## src/rtl/bcd_countdown_timer.sv

```systemverilog
`default_nettype none
// ============================================================================
// Module   : bcd_countdown_timer
// Brief    : BCD MM..M:SS game timer, up/down, with start/pause/clear/load.
// Revision : 1.0 - initial release
// ============================================================================
module bcd_countdown_timer #(
    parameter int CLK_HZ     = 100_000_000,
    parameter int TICK_HZ    = 1,
    parameter int MIN_DIGITS = 2
) (
    input  logic                          clk,
    input  logic                          rst_n,
    input  logic                          start,
    input  logic                          pause,
    input  logic                          clear,
    input  logic                          dir,
    input  logic                          load_en,
    input  logic [4*(MIN_DIGITS+2)-1:0]   load_value,
    output logic [4*(MIN_DIGITS+2)-1:0]   time_out,
    output logic [1:0]                    state_out,
    output logic                          tick,
    output logic                          expired,
    output logic                          load_err
);

    localparam int W    = 4 * (MIN_DIGITS + 2);
    localparam int NDIG = MIN_DIGITS + 2;
    localparam int DIV  = CLK_HZ / TICK_HZ;
    localparam int PW   = $clog2(DIV);
    localparam logic [PW-1:0] PRESC_LAST = PW'(DIV - 1);

    typedef enum logic [1:0] {
        ST_IDLE  = 2'd0,
        ST_RUN   = 2'd1,
        ST_PAUSE = 2'd2,
        ST_DONE  = 2'd3
    } state_t;

    // Digit 1 is seconds tens (0..5); every other digit is a full decade.
    function automatic logic [3:0] digit_max(input int i);
        return (i == 1) ? 4'd5 : 4'd9;
    endfunction

    function automatic logic [W-1:0] full_scale();
        logic [W-1:0] r;
        r = '0;
        for (int i = 0; i < NDIG; i++) begin
            r[4*i +: 4] = digit_max(i);
        end
        return r;
    endfunction

    function automatic logic valid_bcd(input logic [W-1:0] v);
        logic ok;
        ok = 1'b1;
        for (int i = 0; i < NDIG; i++) begin
            if (v[4*i +: 4] > digit_max(i)) begin
                ok = 1'b0;
            end
        end
        return ok;
    endfunction

    function automatic logic [W-1:0] bcd_step(input logic [W-1:0] t, input logic down);
        logic [W-1:0] r;
        logic         carry;
        logic [3:0]   d;
        r     = t;
        carry = 1'b1;
        for (int i = 0; i < NDIG; i++) begin
            d = t[4*i +: 4];
            if (carry) begin
                if (down) begin
                    if (d == 4'd0) begin
                        r[4*i +: 4] = digit_max(i);
                    end else begin
                        r[4*i +: 4] = d - 4'd1;
                        carry       = 1'b0;
                    end
                end else begin
                    if (d == digit_max(i)) begin
                        r[4*i +: 4] = 4'd0;
                    end else begin
                        r[4*i +: 4] = d + 4'd1;
                        carry       = 1'b0;
                    end
                end
            end
        end
        return r;
    endfunction

    localparam logic [W-1:0] TIME_FULL = full_scale();

    state_t          state_q, state_d;
    logic [W-1:0]    time_q, time_d;
    logic [PW-1:0]   presc_q, presc_d;
    logic            dir_q, dir_d;
    logic            tick_q, tick_d;
    logic            expired_q, expired_d;
    logic            load_err_q, load_err_d;

    logic [W-1:0]    step_time;
    logic [W-1:0]    run_term;
    logic            start_at_term;

    always_comb begin
        state_d       = state_q;
        time_d        = time_q;
        presc_d       = presc_q;
        dir_d         = dir_q;
        tick_d        = 1'b0;
        expired_d     = 1'b0;
        load_err_d    = 1'b0;
        step_time     = bcd_step(time_q, dir_q);
        run_term      = dir_q ? '0 : TIME_FULL;
        // Starting already at the terminal value in the chosen direction ends at once.
        start_at_term = dir ? (time_q == '0) : (time_q == TIME_FULL);

        if (clear) begin
            state_d = ST_IDLE;
            time_d  = '0;
            presc_d = '0;
        end else if (load_en && (state_q != ST_RUN)) begin
            if (valid_bcd(load_value)) begin
                time_d  = load_value;
                presc_d = '0;
                if (state_q == ST_DONE) begin
                    state_d = ST_IDLE;
                end
            end else begin
                load_err_d = 1'b1;
            end
        end else if (pause && (state_q == ST_RUN)) begin
            state_d = ST_PAUSE;
        end else if (start && ((state_q == ST_IDLE) || (state_q == ST_PAUSE))) begin
            dir_d = dir;
            if (state_q == ST_IDLE) begin
                presc_d = '0;
            end
            if (start_at_term) begin
                state_d   = ST_DONE;
                expired_d = 1'b1;
            end else begin
                state_d = ST_RUN;
            end
        end else if (state_q == ST_RUN) begin
            if (presc_q == PRESC_LAST) begin
                presc_d = '0;
                time_d  = step_time;
                tick_d  = 1'b1;
                if (step_time == run_term) begin
                    state_d   = ST_DONE;
                    expired_d = 1'b1;
                end
            end else begin
                presc_d = presc_q + PW'(1);
            end
        end
    end

    always_ff @(posedge clk or negedge rst_n) begin
        if (!rst_n) begin
            state_q    <= ST_IDLE;
            time_q     <= '0;
            presc_q    <= '0;
            dir_q      <= 1'b0;
            tick_q     <= 1'b0;
            expired_q  <= 1'b0;
            load_err_q <= 1'b0;
        end else begin
            state_q    <= state_d;
            time_q     <= time_d;
            presc_q    <= presc_d;
            dir_q      <= dir_d;
            tick_q     <= tick_d;
            expired_q  <= expired_d;
            load_err_q <= load_err_d;
        end
    end

    assign time_out  = time_q;
    assign state_out = state_q;
    assign tick      = tick_q;
    assign expired   = expired_q;
    assign load_err  = load_err_q;

endmodule
`default_nettype wire

```

## config.mk

```make
export PLATFORM = sky130hd
export DESIGN_NAME = bcd_countdown_timer
export DESIGN_NICKNAME = d
export VERILOG_FILES = /design/src/rtl/bcd_countdown_timer.sv
export SDC_FILE = /design/constraint.sdc
export NUM_CORES = 1
export LEC_CHECK = 0
export ABC_AREA = 1
export BUFFER_PORTS_ARGS = -buffer_cell sky130_fd_sc_hd__buf_2
export CELL_PAD_IN_SITES_DETAIL_PLACEMENT = 1
export CELL_PAD_IN_SITES_GLOBAL_PLACEMENT = 1
export CORE_MARGIN = 10
export CORE_UTILIZATION = 35
export CTS_CLUSTER_DIAMETER = 120
export DETAILED_ROUTE_END_ITERATION = 10
export PLACE_DENSITY = 0.79
export SETUP_SLACK_MARGIN = 0.15
export SKIP_LAST_GASP = 1
export SLEW_MARGIN = 15
export SYNTH_ARGS = -nofsm -noshare
export SYNTH_HDL_FRONTEND = slang
export SYNTH_SLANG_ARGS = --single-unit
```

## constraint.sdc

```tcl
create_clock -name clk -period 5.9 [get_ports clk]
set_input_delay 0.59 -clock clk [delete_from_list [all_inputs] [get_ports clk]]
set_output_delay 0.59 -clock clk [all_outputs]
set_load 0.03 [all_outputs]
```

# Word-level counts from Yosys, hierarchy flattened
# Cells that the tools add are included.
[op_classes] n_addsub=9 mul=0 div=0 n_lt_le_gt_ge=4 n_eq_ne=16 n_shift=0 muxes=76 bitwise=3 n_reduce_logical=20
[op_table] cell="$mux W27" n=8
[op_table] cell="$mux W16" n=8
[op_table] cell="$mux W4" n=15
[op_table] cell="$mux W1" n=35
[op_table] cell="$add A27 B1 Y27 const B" n=1
[op_table] cell="$eq A27 B27 Y1 const B" n=1
[op_table] cell="$mux W2" n=10
[op_table] cell="$add A4 B1 Y4 const B" n=4
[op_table] cell="$eq A16 B16 Y1" n=1
[op_table] cell="$eq A16 B16 Y1 const B" n=1
[op_table] cell="$logic_not A16 Y1" n=1
[op_table] cell="$logic_not A4 Y1" n=4
[op_table] cell="$sub A4 B1 Y4 const B" n=4
[op_table] cell="$reduce_bool A5 Y1" n=3
[op_table] cell="$eq A4 B4 Y1 const B" n=3
[op_table] cell="$gt A4 B4 Y1 const B" n=3
[op_table] cell="$reduce_and A5 Y1" n=2
[op_table] cell="$reduce_and A4 Y1" n=2
[op_table] cell="$ne A3 B2 Y1 const B" n=2
[op_table] cell="$ne A3 B3 Y1 const B" n=2
[op_table] cell="$reduce_bool A3 Y1" n=2
[op_table] cell="$eq A2 B2 Y1 const B" n=2
[op_table] cell="$eq A4 B3 Y1 const B" n=1
[op_table] cell="$gt A4 B3 Y1 const B" n=1
[op_table] cell="other kinds (8)" n=12
[totals] register_bits=49 latchBits=0 mem_bits_rw=0 rom_bits=0 mem_count=0

# Depth between registers and ports, before layout
# Gate-level depths: netlist of the first run.
[depth] ltp_word=14 depth_mapped=16 depth_no_buf=16

# Worst setup path before layout of the first run
# OpenSTA, ideal clock, no wires.
[synth_timing] path_type="reg2reg" from="register time_q[0], in the netlist time_out[0]" to="register state_q[0], in the netlist state_out[0]" setup_ns=0.119 t_arrival_ns=2.102 required_ns=5.781 path_slack_ns=3.679 path_stages_with_launch=17 period_less_slack_ns=2.221 cell_sequence="dfrtp_1 -> inv_1 -> ha_1 -> nand3_2 -> nand2_2 -> nand2_4 -> nor2_8 -> buf_6 -> nand3_1 -> nand3_1 -> nand3_1 -> nor2_1 -> nand3_1 -> nand2_2 -> nand3_2 -> nand2_1 -> nand2_1"
[synth_between] elab_chain_cells=9 elab_cells_between_ends=18
[synth_lines] item="start, declared" line_no="97" source="logic [W-1:0] time_q, time_d;"
[synth_lines] item="start signal, assigned" line_no="174" source="time_q <= time_d;"
[synth_lines] item="$eq A4 B4 Y1 / $logic_not A4 Y1 (equally long branches)" line_no="82, 75"
[synth_lines] item="$mux W1 (on tied branches)" line_no="82, 75"
[synth_lines] item="$mux W1" line_no="74" source="if (down) begin"
[synth_lines] item="$mux W1 (2 in series)" line_no="73" source="if (carry) begin"
[synth_lines] item="$mux W4" line_no="73"
[synth_lines] item="$eq A16 B16 Y1 (*)" line_no="153" source="if (step_time == run_term) begin"
[synth_lines] item="$reduce_bool A5 Y1 (no line) (*)"
[synth_lines] item="$reduce_and A5 Y1 (no line) (*)"
[synth_lines] item="end signal, assigned" line_no="173" source="state_q <= state_d;"
[synth_lines] item="end, declared" line_no="96" source="state_t state_q, state_d;"
# Every way passes the cells marked *; elsewhere a longest branch is shown, timed or not.
# A chain may end at the register's enable or synchronous reset.

# Worst setup path in the final report of the first run
[layout_timing] from="register dir_q" to="register state_q[0], in the netlist state_out[0]"
[layout_between] elab_chain_cells=7 elab_cells_between_ends=16
[layout_lines] item="start, declared" line_no="99" source="logic dir_q, dir_d;"
[layout_lines] item="start signal, assigned" line_no="176" source="dir_q <= dir_d;"
[layout_lines] item="$mux W1" line_no="74"
[layout_lines] item="$mux W1 (2 in series)" line_no="73"
[layout_lines] item="$mux W4" line_no="73"
[layout_lines] item="$eq A16 B16 Y1 (*)" line_no="153"
[layout_lines] item="$reduce_bool A5 Y1 (no line) (*)"
[layout_lines] item="$reduce_and A5 Y1 (no line) (*)"
# Marked as above.

==> impl_metrics.json, run 1 <==
{
  "status": "finished, final reports clean",
  "r2r_end": "state_out[0]$_DFFE_PN0P_",
  "post_cts_buffers": 0,
  "pin_count": 44,
  "fillCellCount": 1386,
  "r2r_start": "dir_q$_DFFE_PN0P_",
  "ctsResizeCount": 0,
  "slew_violations": 0,
  "clk_latency_ns": 0.32,
  "grt_pass1_vias": 4236,
  "dp_hpwl_um": 9780,
  "nets": 622,
  "syn_area_sq_mm": 0.00377,
  "initial_utilization_pct": 36.2,
  "placementRows": 37,
  "port_buffers": 43,
  "cts_buffer_depth": 2,
  "synth_compound_area_share_pct": 14.2,
  "wl_um": 12400,
  "crit_path_start_kind": "flip-flop",
  "hold_buffers": 0,
  "r2r_cells": 13,
  "worst-endpoint-arrival_ns": 3.13,
  "synth_xor_area_share_pct": 2.56,
  "synth_top_area_share_pct": 32.5,
  "antenna_left": 0,
  "multiInputGateArea_sq_mm": 0.00222,
  "clock_sinks": 49,
  "antenna_cells": 0,
  "cts_made_buffers": 5,
  "drt_first_pass_iters": 4,
  "drive_above_1_share_pct": 16.4,
  "post-route-period-util_pct": 49.5,
  "p_per_area_mw_per_mm2": 468,
  "synth_seq_cells": 49,
  "pre_cts_ws_ns": 3.04,
  "syn_nets": 584,
  "num_vias": 3943,
  "die_area_sq_mm": 0.0153,
  "syn_to_final_growth_pct": 11.4,
  "grt_overflow": 0,
  "setup_violations": 0,
  "hold_path_class": "input port to asynchronous set/reset pin",
  "worst_slack_ns": 2.98,
  "r2r_slack_ns": 2.98,
  "antenna_found_initial": 0,
  "setup-tns-final_ns": 0,
  "rsz0062_at_grt": "no",
  "htree_levels": 2,
  "power.leakage_nw": 1.98,
  "cp-end-kind": "flip-flop",
  "worstPathMaxFanout": 24,
  "synth_mux_area_share_pct": 0,
  "register_area_sq_mm": 0.00123,
  "avgSynthCellArea_sq_um": 6.76,
  "clkTransAtPathRegs_ns": 0.11,
  "cts_root_buf": "clkbuf_8",
  "grt_pass1_wl_um": 20700,
  "drt_iter0_drc": 189,
  "netlist_instances": 557,
  "via_per_inst": 5.39,
  "fmax_mhz": 342,
  "criticalPathCategory": "flip-flop to flip-flop",
  "drc": 0,
  "required_ns": 6.11,
  "relSlewSlack_pct": 45.9,
  "cts_tree": "built",
  "ys_seq_area_share_pct": 32.5,
  "synth_cell_types": 47,
  "die_w_um": 124,
  "yosysTopAreaCell": "dfrtp_1",
  "wl_per_cell_um": 17.0,
  "ys_warn_count": 0,
  "synth_area_leaders": "dfrtp_1 (33%), nand2_1 (14%), nand3_1 (7.2%)",
  "die_h_um": 124,
  "synth-simple-area-share_pct": 40.9,
  "grt_usage_pct": 16.6,
  "cap_viol_max_count": 0,
  "grt_max_degree": 50,
  "postPlaceCellArea_sq_mm": 0.00408,
  "gp_congestion": 0.888,
  "synth_adder_area_share_pct": 1.33,
  "final_area_sq_mm": 0.00420,
  "core_sq_mm": 0.0104,
  "hold_viol_final": 0,
  "clock_skew_ns": 0.0130,
  "period_minus_slack_ns": 2.92,
  "tightestPinTransition_ns": 0.811,
  "synth_top_family_by_area": "simple AND/OR/NAND/NOR gates",
  "irDropWorstVdd_mv": 0.211
}
## worst max-delay path by stage
stage	from	to	slack (ns)	depth (start not counted)
final	dir_q$_DFFE_PN0P_	state_out[0]$_DFFE_PN0P_	2.98	13
after global routing	dir_q$_DFFE_PN0P_	state_out[0]$_DFFE_PN0P_	2.72	13
after CTS	dir_q$_DFFE_PN0P_	state_out[0]$_DFFE_PN0P_	3.02	13
after detailed placement	dir_q$_DFFE_PN0P_	state_out[0]$_DFFE_PN0P_	3.04	13
after global placement	dir_q$_DFFE_PN0P_	state_out[1]$_DFFE_PN0P_	3.15	13
after floorplan	time_out[0]$_DFFE_PN0P_	state_out[0]$_DFFE_PN0P_	3.68	16
## state kept, by name, summed over array words and instances (netlist names)
name / count
expired: 1
state_out: 2
time_out: 16
tick: 1
load_err: 1
dir_q: 1
presc_q: 27
## cell families after synthesis
logic type	Yosys count
xor+xnor	11
fa+ha+maj	4
compound gates	91
flops	49
simple gates	326
buf+inv	76
## worst max-delay path, stage by stage (launching register included)
cell	delay (ns)
dfrtp_1	0.89
inv_2	0.40
nand2_2	0.24
nand2_4	0.12
nor2_8	0.23
nand2_2	0.15
o21ai_2	0.19
nand3_1	0.10
nor2_1	0.10
nand3_1	0.09
nand2_2	0.10
nand3_2	0.08
nand2_1	0.08
nand2_1	0.05
## cell usage after synthesis, drive strengths merged
cell and count:
a21oi 23, o211ai 1, a22oi 6, xnor2 1, nand3b 1, dfrtp 49
a32o 1, nand3 58, o22ai 1, o21ai 46, clkinv 1, nor3 17
nor2 62, nor4 5, o21a 4, inv 62, nor3b 1, a41oi 1
a31oi 2, a2bb2oi 2, xor2 10, o31ai 1, nand2 154, clkbuf 2
ha 4, buf 11, or2 1, nand4 27, a211oi 1, o41ai 1
o32ai 1
## placed cells by master (no fill, tap or decap), types with 2 or more instances in the layout
| cell | n |
|---|---|
| buf_2 | 43 |
| nor4_1 | 3 |
| nor3_1 | 16 |
| a21oi_1 | 22 |
| nor2_1 | 54 |
| nand2_2 | 10 |
| nor2_4 | 3 |
| inv_1 | 48 |
| dfrtp_1 | 49 |
| o21ai_1 | 10 |
| ha_1 | 4 |
| a31oi_1 | 2 |
| xor2_1 | 10 |
| o21ai_2 | 4 |
| nand2_1 | 143 |
| nand3_2 | 3 |
| clkbuf_8 | 5 |
| o21ai_0 | 32 |
| a2bb2oi_1 | 2 |
| o21a_1 | 4 |
| nand3_1 | 54 |
| nand4_1 | 27 |
| inv_2 | 14 |
| a22oi_1 | 6 |
| nor2_2 | 4 |
## routing by layer
metal | global-route usage, % | vias to the layer above | share of wire (%)
li1 | - | 1946 | -
met1 | 19.2 | 1917 | 42
met2 | 30.8 | 60 | 52
met3 | 2.31 | 20 | 3.3
met4 | 4.73 | 0 | 1.7
met5 | 0 | - | 0
## report_power, final
part           internal, mW  switching (mW)
combinational         0.332           0.828
sequential            0.398           0.144
clock                 0.130           0.134
## metrics by stage
| stage | utilization, % | instances | hold slack, ns | total power, mW |
|---|---|---|---|---|
| floorplan | - | 557 | 0.294 | 1.39 |
| global placement | 39.2 | 724 | 0.489 | 1.66 |
| detailed placement | 39.2 | 724 | 0.494 | 1.70 |
| CTS | 40.3 | 732 | 0.412 | 1.97 |
| global route | 40.3 | 732 | 0.434 | 2.14 |
| finish | 40.3 | 732 | 0.367 | 1.97 |
## area by class of cell
| cell class | count | area share [%] |
|---|---|---|
| clock buffers | 5 | 1.64 |
| flip-flops and latches | 49 | 29.2 |
| multi-input cells | 432 | 53.0 |
| clock inverters | 3 | 1.16 |
| repair buffers | 44 | 5.31 |
| inverters | 63 | 5.66 |
| well taps | 136 | 4.05 |
Power figures use the tool's default switching activity.
==> run 2, diff against run 1 <==
- clock period: 5.9 -> 3 ns (I/O delays scaled with it)
==> run 2 against run 1 <==
  * Non-clock buffer count up 3
  * Wire length is 3.4% higher
  * Critical path depth is 2 higher
  * Flip-flop and latch count unchanged
  * Clock-buffer cell count is 1 higher
==> impl_metrics.json, run 2 (synthesis gave the netlist of run 1 again) <==
{
  "fillCellCount": 1368,
  "cp-end-kind": "flip-flop",
  "die_w_um": 124,
  "placementRows": 37,
  "fmax_mhz": 384,
  "cell_internal_pwr_mw": 1.72,
  "comb_power_share_pct": 60.3,
  "drt_iter0_drc": 183,
  "wl_um": 12900,
  "layout_commonest_cell": "nand2_1",
  "cap_viol_max_count": 0,
  "hold_path_class": "input port to asynchronous set/reset pin",
  "num_vias": 4052,
  "criticalPathCategory": "flip-flop to flip-flop",
  "power.leakage_nw": 1.99,
  "die_h_um": 124,
  "critical-path-max-stage-delay_ns": 0.47,
  "clkTransAtPathRegs_ns": 0.10,
  "mostFrequentLayoutCells": "nand2_1 (143), nor2_1 (54), nand3_1 (54)",
  "grt_pass1_wl_um": 21200,
  "initial_utilization_pct": 36.2,
  "largest_reg_flops": 27,
  "irDropWorstVdd_mv": 0.339,
  "p_sw_mw": 2.17,
  "port_buffers": 43,
  "pin_count": 44,
  "setup-tns-final_ns": 0,
  "slowest_stage": "dfrtp_1",
  "syn_to_final_growth_pct": 12.1,
  "cts_buffer_depth": 2,
  "die_area_sq_mm": 0.0153,
  "cts_root_buf": "clkbuf_8",
  "status": "finished, final reports clean",
  "hold_buffers": 0,
  "tightestPinTransition_ns": 0.867,
  "largest-register": "presc_q",
  "antenna_cells": 0,
  "post-route-period-util_pct": 86.9,
  "ctsResizeCount": 0,
  "cts_tree": "built",
  "period_minus_slack_ns": 2.61,
  "worstPathMaxFanout": 13,
  "p_per_area_mw_per_mm2": 923,
  "worstPathCellList": "inv_1 > ha_1 > nand3_2 > nand2_2 > nand2_4 > nor2_8 > nand2_2 > o21ai_2 > nand3_1 > nor2_1 > nand3_1 > nand2_2 > nand3_2 > nand2_1 > nand2_1",
  "nets": 625,
  "via_per_inst": 5.51,
  "crit_path_start_kind": "flip-flop",
  "grt_overflow": 0,
  "swShare_pct": 55.8,
  "antenna_found_initial": 0,
  "grt_usage_pct": 16.9,
  "relSlewSlack_pct": 42.2,
  "clock_sinks": 49,
  "core_sq_mm": 0.0104,
  "post_cts_buffers": 0,
  "wl_per_cell_um": 17.5,
  "dp_hpwl_um": 9950,
  "drt_first_pass_iters": 4,
  "hold_viol_final": 0,
  "antenna_left": 0,
  "seqPwrFrac_pct": 26.2,
  "p_clk_share_pct": 13.5,
  "total_power_mw": 3.90,
  "clock_skew_ns": 0.00831,
  "cpMostUsedCell": "nand2_2",
  "required_ns": 3.21,
  "critical-path-top-delay-family": "simple AND/OR/NAND/NOR gates",
  "htree_levels": 2,
  "drive_above_1_share_pct": 16.9,
  "slew_violations": 0,
  "r2r_slack_ns": 0.39,
  "grt_pass1_vias": 4345,
  "dpl.cell_count": 727,
  "hold_ws_ns": 0.0854,
  "final_area_sq_mm": 0.00422,
  "gp_congestion": 0.911,
  "cp_num_buf_inv": 1,
  "rsz0062_at_grt": "no",
  "clk_latency_ns": 0.31,
  "drc": 0,
  "worst-endpoint-arrival_ns": 2.82,
  "postPlaceCellArea_sq_mm": 0.00410,
  "final_cells": 735,
  "grt_max_degree": 37,
  "setup_violations": 0,
  "cts_made_buffers": 5
}
## run 2: cell count changes in the layout (fill, tap and decap cells not counted), sizes merged
cell / delta
buf: +3
clkbuf: +1
inv: -1
## run 2: area by class of cell
class / instances / area (sq um) / share of cell area (%)
inverters: 63 / 238 / 5.63
clock inverters: 2 / 37.5 / 0.889
repair buffers: 47 / 245 / 5.81
well taps: 136 / 170 / 4.03
flip-flops and latches: 49 / 1230 / 29.0
multi-input cells: 432 / 2220 / 52.7
clock buffers: 6 / 82.6 / 1.96
## run 2: worst paths after layout
| path | startpoint | to | cells past startpoint |
|---|---|---|---|
| max in group asynchronous | rst_n | presc_q[12]$_DFFE_PN0P_ | 2 |
| min | rst_n | time_out[5]$_DFFE_PN0P_ | 1 |
| min in group clk | dir | dir_q$_DFFE_PN0P_ | 3 |
| max reg2reg | time_out[0]$_DFFE_PN0P_ | state_out[0]$_DFFE_PN0P_ | 15 |
| max | time_out[0]$_DFFE_PN0P_ | state_out[0]$_DFFE_PN0P_ | 15 |
| min reg2reg | presc_q[6]$_DFFE_PN0P_ | presc_q[6]$_DFFE_PN0P_ | 1 |
## run 2: power by group through the flow
stage / combinational, mW / sequential [mW] / clock [mW]
4_1_cts: 2.36 / 1.02 / 0.529
2_1_floorplan: 1.54 / 1.19 / 0
5_1_grt: 2.64 / 1.05 / 0.549
6_report: 2.35 / 1.02 / 0.524
3_3_place_gp: 2.25 / 1.03 / 0
3_5_place_dp: 2.34 / 1.03 / 0
## run 2: metal layers
metal / GRT usage, % / up-vias / share of wire (%) / wire length (um)
met3: 2.31 / 20 / 3.4 / 435
li1: - / 1960 / - / -
met1: 19.6 / 1995 / 43 / 5570
met2: 31.7 / 77 / 52 / 6650
met4: 4.66 / 0 / 1.5 / 199
met5: 0 / - / 0 / 0
## run 2: through the flow
stage	util, %	setup WS [ns]
after global routing	40.5	0.175
final	40.5	0.394
after CTS	40.5	0.378
after floorplan	-	0.779
after detailed placement	39.4	0.372
after global placement	39.4	0.403
==> run 3, diff against run 2 <==
- CTS_BUF_LIST: not set -> sky130_fd_sc_hd__clkbuf_16
- RECOVER_POWER: not set -> 100
- SKIP_LAST_GASP: 1 -> not set
==> run 3 against run 2 <==
  * The flow now finishes with violations (max-capacitance violations, max-slew violations)
  * Worst hold slack better by 0.21 ns
  * Setup slack worse by 0.074 ns
  * Cell area shrank 0.12%
  * Via count about the same
  * Non-clock buffer count stayed put
  * Wire length down 0.12%
  * Highest routed layer unchanged
  * Clock skew decreased by 0.0021 ns
  * Power grew 2.4%
  * Fmax down 2.8%
  * Clock-buffer cell count decreased by 1
==> impl_metrics.json, run 3 (synthesis gave the netlist of run 1 again) <==
{
  "status": "finished, violations left",
  "violations": "max-capacitance violations, max-slew violations",
  "layout_commonest_cell": "nand2_1",
  "slew_violations": 37,
  "postPlaceCellArea_sq_mm": 0.00410,
  "clk_latency_ns": 0.30,
  "setup_violations": 0,
  "p_per_area_mw_per_mm2": 947,
  "wl_um": 12800,
  "relSlewSlack_pct": -40.7,
  "dp_hpwl_um": 9950,
  "drc": 0,
  "placementRows": 37,
  "clock_sinks": 49,
  "die_w_um": 124,
  "power.leakage_nw": 1.92,
  "drive_above_1_share_pct": 11.7,
  "clock_skew_ns": 0.00625,
  "criticalPathCategory": "flip-flop to flip-flop",
  "die_h_um": 124,
  "tightestPinTransition_ns": 2.11,
  "pin_count": 44,
  "nets": 625,
  "post-route-period-util_pct": 89.3,
  "hold_path_class": "input port to flip-flop",
  "worst-endpoint-arrival_ns": 2.87,
  "gp_congestion": 0.911,
  "num_vias": 4053,
  "htree_levels": 2,
  "cts_root_buf": "clkbuf_16",
  "required_ns": 3.19,
  "antenna_cells": 0,
  "antenna_left": 0,
  "worstPathMaxFanout": 13,
  "fillCellCount": 1376,
  "drt_first_pass_iters": 4,
  "antenna_found_initial": 0,
  "largest-register": "presc_q",
  "ctsResizeCount": 0,
  "cap_viol_max_count": 1,
  "grt_pass1_wl_um": 21400,
  "post_cts_buffers": 0,
  "dpl.cell_count": 727,
  "period_minus_slack_ns": 2.68,
  "r2r_slack_ns": 0.32,
  "port_buffers": 43,
  "drt_iter0_drc": 206,
  "total_power_mw": 3.99,
  "setup-tns-final_ns": 0,
  "cts_made_buffers": 5,
  "cts_tree": "built",
  "grt_usage_pct": 17.1,
  "multiInputGateArea_sq_mm": 0.00221,
  "grt_pass1_vias": 4348,
  "syn_to_final_growth_pct": 12.0,
  "initial_utilization_pct": 36.2,
  "register_area_sq_mm": 0.00123,
  "mostFrequentLayoutCells": "nand2_1 (146), nor2_1 (55), nand3_1 (54)",
  "fmax_mhz": 373,
  "final_cells": 735,
  "hold_ws_ns": 0.297,
  "crit_path_start_kind": "flip-flop",
  "cts_buffer_depth": 2,
  "cp-end-kind": "flip-flop",
  "hold_buffers": 0,
  "final_area_sq_mm": 0.00422,
  "hold_viol_final": 0,
  "grt_max_degree": 37,
  "die_area_sq_mm": 0.0153,
  "largest_reg_flops": 27,
  "grt_overflow": 0,
  "via_per_inst": 5.51,
  "wl_per_cell_um": 17.5,
  "rsz0062_at_grt": "no",
  "core_sq_mm": 0.0104,
  "clkTransAtPathRegs_ns": 0.07,
  "irDropWorstVdd_mv": 0.367
}
==> run 3: stage by stage <==
stage               setup slack [ns]  utilization [%]
floorplan                      0.779                -
global placement               0.403             39.4
detailed placement             0.372             39.4
CTS                            0.382             41.0
global route                   0.103             40.5
finish                         0.320             40.5
==> run 3: worst max-delay path, stage by stage, from the launching register on <==
cell	delay (ns)
dfrtp_1	0.47
inv_1	0.21
ha_1	0.23
nand3_2	0.11
nand2_1	0.16
nand2_4	0.13
nor2_8	0.24
nand2_2	0.15
o21ai_2	0.22
nand3_1	0.10
nor2_1	0.12
nand3_1	0.11
nand2_2	0.11
nand3_2	0.07
nand2_1	0.07
nand2_1	0.06
==> run 3: worst paths after layout <==
kind                                         startpoint                  endpoint  depth (start not counted)
worst max-delay path            time_out[0]$_DFFE_PN0P_  state_out[0]$_DFFE_PN0P_                         15
worst min-delay path                                dir         dir_q$_DFFE_PN0P_                          3
worst max register to register  time_out[0]$_DFFE_PN0P_  state_out[0]$_DFFE_PN0P_                         15
worst min register to register   presc_q[6]$_DFFE_PN0P_    presc_q[6]$_DFFE_PN0P_                          1
max in group asynchronous                         rst_n   presc_q[15]$_DFFE_PN0P_                          2
min in group asynchronous                         rst_n   time_out[5]$_DFFE_PN0P_                          1
==> run 3: layer usage <==
metal	routed length (um)	vias to the layer above	GRT usage (%)
li1	-	1962	-
met1	5480	1993	19.7
met2	6640	78	31.8
met3	468	20	2.35
met4	256	0	5.60
met5	0	-	0
==> run 3: report_power, final <==
part	leakage (nW)	switching, mW	total [mW]	internal (mW)
clock	0.0775	0.269	0.660	0.391
sequential	0.662	0.241	1.03	0.785
combinational	1.18	1.68	2.31	0.625
==> run 3: layout make-up <==
class	instances	area share [%]
clock inverter	3	0.979
clock buffer	5	2.97
timing repair buffer	47	4.92
inverter	63	5.64
tap	136	4.03
multi-input combinational	432	52.4
sequential	49	29.1
